==> config.mk <==
export PLATFORM = sky130hd
export DESIGN_NAME = pipe_stage_skid
export DESIGN_NICKNAME = d
export VERILOG_FILES = /design/src/rtl/pipe_stage_skid.sv
export SDC_FILE = /design/constraint.sdc
export NUM_CORES = 1
export LEC_CHECK = 0
export CORE_UTILIZATION = 45
export DETAILED_ROUTE_END_ITERATION = 10
export GPL_ROUTABILITY_DRIVEN = 0
export GPL_TIMING_DRIVEN = 0
export MAX_ROUTING_LAYER = met4
export PLACE_DENSITY = 0.74
export SLEW_MARGIN = 20
export SYNTH_ARGS = -nofsm -noshare
export SYNTH_HDL_FRONTEND = slang
export SYNTH_SLANG_ARGS = --single-unit
==> constraint.sdc <==
create_clock -name clk -period 2.3 [get_ports clk]
set_input_delay 0.345 -clock clk [delete_from_list [all_inputs] [get_ports clk]]
set_output_delay 0.345 -clock clk [all_outputs]
set_load 0.005 [all_outputs]
==> src/rtl/pipe_stage_skid.sv <==
`default_nettype none
// ============================================================================
// Module   : pipe_stage_skid
// Brief    : Parametrised pipeline stage with valid/ready handshake, 2-entry
//            skid buffer and synchronous flush. Updates on the falling edge.
// Revision : 1.0
// ============================================================================
module pipe_stage_skid #(
    parameter int               WIDTH       = 32,
    parameter logic [WIDTH-1:0] RESET_VALUE = '0
) (
    input  logic             clk,
    input  logic             reset,
    input  logic             flush,
    input  logic             in_valid,
    output logic             in_ready,
    input  logic [WIDTH-1:0] in_data,
    output logic             out_valid,
    input  logic             out_ready,
    output logic [WIDTH-1:0] out_data,
    output logic [1:0]       occupancy
);

    localparam logic [1:0] c_EMPTY = 2'd0;
    localparam logic [1:0] c_ONE   = 2'd1;
    localparam logic [1:0] c_TWO   = 2'd2;

    logic [1:0]       r_state;
    logic [WIDTH-1:0] r_main;
    logic [WIDTH-1:0] r_skid;
    logic             w_push;
    logic             w_pop;

    // All outputs decode from registered state only, so ready never depends
    // combinationally on downstream ready.
    assign out_valid = (r_state != c_EMPTY);
    assign in_ready  = (r_state != c_TWO);
    assign out_data  = r_main;
    assign occupancy = r_state;

    assign w_push = in_valid & in_ready;
    assign w_pop  = out_valid & out_ready;

    always_ff @(negedge clk or negedge reset) begin
        if (!reset) begin
            r_state <= c_EMPTY;
            r_main  <= RESET_VALUE;
            r_skid  <= RESET_VALUE;
        end else if (flush) begin
            r_state <= c_EMPTY;
            r_main  <= RESET_VALUE;
            r_skid  <= RESET_VALUE;
        end else begin
            case (r_state)
                c_EMPTY: begin
                    if (w_push) begin
                        r_state <= c_ONE;
                        r_main  <= in_data;
                    end
                end
                c_ONE: begin
                    if (w_push && !w_pop) begin
                        r_state <= c_TWO;
                        r_skid  <= in_data;
                    end else if (w_push && w_pop) begin
                        r_main  <= in_data;
                    end else if (w_pop) begin
                        r_state <= c_EMPTY;
                    end
                end
                c_TWO: begin
                    if (w_pop) begin
                        r_state <= c_ONE;
                        r_main  <= r_skid;
                    end
                end
                default: begin
                    r_state <= c_EMPTY;
                end
            endcase
        end
    end

endmodule
`default_nettype wire

### Yosys cells after proc, flatten, opt, wreduce, memory -nomap -nowiden

Index checks and enable logic that the tools add are counted.

* bits in registers: 66
* output and inout port bits: 36
* logic and storage cells: 41

* equal/unequal tests: 9
* multiplexer cells: 16
* bitwise gates (word level): 2
* reduce and logical (&&, ||, !) cells: 11

Operator list (number)
* two-way mux 32 bit: 8
* one-hot mux 32 bit (3 select lines): 1
* two-way mux 2 bit: 6
* inequality test 3 bit (second input constant): 4
* inequality test 4 bit (second input constant): 2
* one-hot mux 2 bit (3 select lines): 1
* nonzero test 2 bit: 3
* AND reduction 5 bit: 1
* AND reduction 4 bit: 1
* nonzero test 4 bit: 1
* AND 1 bit: 2
* == test 2 x 1 -> 1 bit (second input constant): 1
* == test 2 bit (second input constant): 1
* logical AND 1 bit: 2
* zero test 2 bit: 1
* inequality test 2 bit (second input constant): 1
* AND reduction 2 bit: 1
* zero test 1 bit: 1

### Depth between registers and ports, before layout

* depth in word-level cells: 7
* mapped depth: 7
* gate-level depth less buffers: 5

==> reports/results.tsv <==
metric	value	unit
crit path DAT	2.40	ns
DR iter-0 viols	213	
total CTS buffers	9	
root buffer cell	clkbuf_8	
total clock sinks	66	
Worst setup EP type	primary output	
Die H	84.2	um
Reg area	1650	um^2
first-pass GRT wire length	12700	um
vias in the first global route	2543	
CP Class	register to primary output	
Inst Count DP	412	
CP peak stage delay	0.37	ns
cells on worst reg2reg path	9	
Max IR drop VDD	0.000364	V
Rows	29	
initial antenna violation count	0	
vias	2510	
post-layout util	0.694	
synthesized netlist cell count	263	
Max Cap Viol	0	
Crit path buffers/inverters	3	
slew margin rel.	0.669	
# hold bufs at CTS	0	
crit start category	register	
Area Overhead vs Synth	46.7	%
Post-DRT Antenna Nets	0	
Horiz. Die Dim	84.2	um
# diodes	0	
Fillers	463	
post-route setup slack	-0.447	ns
Core Footprint	6420	um^2
Via density	5.31	
outcome	complete, but fails checks	
drt drc	9	
Avg Inst Size Synth	11.6	um^2
Post-Syn Nets	300	
synthesized flop and latch total	66	
Total Wirelength	7790	um
Worst Path Max Fanout	3	
RSZ-0062 raised after global routing	true	
Post-Syn Area	3040	um^2
H-tree level count	3	
delay-heaviest family, CP	buffers and inverters	
Least-Margin Pin Slew	0.497	ns
DP HPWL	4530	um
commonest non-fill, non-tap cells in the layout	66 x dfrtn_1, 64 x nand2_1, 40 x buf_4	
fraction of layout cells with a size suffix above 1	0.399	
Pwr Density	629	nW/um^2
Post-Layout Cell Count	473	
IO Port Bufs	71	
Critical Path Slowest Stage Cell	dfrtn_1	
HP Class	register to register	
Synth warnings	0	
Critical Path RT	1.96	ns
Reg clk slew, reported paths	0.05	ns
skew final	0.00651	ns
sequential area share after synthesis	0.544	
CTS tree	built	
io pins	73	
final hold vios	0	
Pins Over Slew Limit	0	
failing checks	DRC, setup timing	
Critical Path Stages	4	
total grt overflow	0	
nets@finish	429	
area occupied by multi-input gates	1330	um^2
Leak	2.29	nW
gr usage total	0.244	
Cells on Worst Hold Path	1	
largest net degree at the start of global routing	37	
worst skew pair latency	0.33	ns
most common cell after layout, fill and taps aside	dfrtn_1	
Cell variety after synth	19	
Clock Tree Buf Depth	2	
initial core utilization	0.473	
Die Footprint	7080	um^2
crit path cell chain	buf_6, nor2b_4, clkinvlp_4, buf_6	
WL/cell	16.5	um
Setup violations, final	68	
CP dominant cell by count	buf_6	
first-pass iteration count of the detailed router	7	
[metrics by stage]
step	total power, mW	worst slack (ns)	hold slack [ns]	instance area [um^2]	setup TNS, ns
2_1_floorplan	1.51	-0.219	0.433	3090	-8.55
3_3_place_gp	1.76	-2.33	0.448	3890	-209.63
3_5_place_dp	1.77	-0.888	0.451	3910	-59.55
4_1_cts	2.81	-0.515	0.455	4430	-7.30
5_1_grt	2.92	-0.471	0.463	4460	-8.22
6_report	2.80	-0.447	0.453	4460	-6.29
[Yosys cell counts]
| library cell | count | area [um^2] |
|---|---|---|
| nor2b_1 | 2 | 12.5 |
| nor2_1 | 2 | 7.51 |
| o211ai_4 | 1 | 21.3 |
| buf_6 | 4 | 45.0 |
| nand2_1 | 64 | 240 |
| buf_2 | 6 | 30.0 |
| mux2_2 | 2 | 22.5 |
| o21ai_4 | 1 | 16.3 |
| a21oi_1 | 34 | 170 |
| inv_1 | 2 | 7.51 |
| buf_1 | 3 | 11.3 |
| nor3_1 | 2 | 10.0 |
| mux2i_1 | 1 | 10.0 |
| mux2_4 | 30 | 450 |
| a22o_1 | 32 | 280 |
| clkbuf_1 | 7 | 26.3 |
| dfrtn_1 | 66 | 1650 |
| or2_2 | 1 | 6.26 |
| nand2b_1 | 3 | 18.8 |
[worst register-to-register path: stages, from the launching register on]
cell      delay, ns
dfrtn_1        0.36
buf_6          0.13
buf_6          0.11
buf_4          0.12
buf_4          0.14
nand2b_4       0.16
o211ai_4       0.35
buf_12         0.17
buf_8          0.12
mux2_4         0.30
[cell type report]
cell class,count,share of cell area
buffer,17,0.0309
multi-input combinational,175,0.297
tap,77,0.0216
sequential,66,0.371
timing repair buffer,121,0.234
clock buffer,10,0.0309
clock inverter,5,0.0124
inverter,2,0.00253
[sequential cells by signal (all words and copies together) (netlist names)]
register   cells
r_skid        32
out_data      32
occupancy      2
[kinds of logic (layout without fill, tap and decap cells)]
kind of cell           after synthesis  count (layout)  share of synthesized area
AND/OR/NAND/NOR                     74              74                     0.0972
AO/OA/AOI/OAI                       68              68                      0.161
flip-flops                          66              66                      0.544
multiplexers                        33              33                      0.159
buffers and inverters               22             155                     0.0395
[power by group]
group / switching, mW / internal [mW] / leakage (nW)
combinational: 0.222 / 0.341 / 1.31
clock: 0.442 / 0.520 / 0.0941
sequential: 0.0365 / 1.24 / 0.883
[routing by layer]
layer / up-vias / GRT usage / routed length (um) / part of all wire
li1: 1171 / - / - / -
met1: 1242 / 0.329 / 3500 / 0.45
met2: 86 / 0.366 / 3770 / 0.48
met3: 11 / 0.0393 / 438 / 0.056
met4: 0 / 0.108 / 86 / 0.011
met5: - / - / 0 / 0
[worst paths after layout]
path | start | endpoint | slack [ns]
worst max-delay path | occupancy[0]$_DFFE_NN0P_ | in_ready | -0.45
worst min-delay path | r_skid[22]$_DFFE_NN0P_ | r_skid[22]$_DFFE_NN0P_ | 0.45
worst max register to register | occupancy[1]$_DFFE_NN0P_ | out_data[11]$_DFFE_NN0P_ | 0.19
worst min register to register | r_skid[22]$_DFFE_NN0P_ | r_skid[22]$_DFFE_NN0P_ | 0.45
max in group asynchronous | reset | r_skid[5]$_DFFE_NN0P_ | 0.77
min in group asynchronous | reset | out_data[19]$_DFFE_NN0P_ | 0.98
[timing repair]
item | 4_1_cts | 5_1_grt
resized for setup | 181 | 5
endpoints found under the hold margin | 0 | 0
pin swaps | 3 | 2
gates cloned | 4 | 0
setup endpoints to repair | 100 | 95
setup buffers | 33 | 15
No activity file was read; power rests on OpenSTA's default activity.
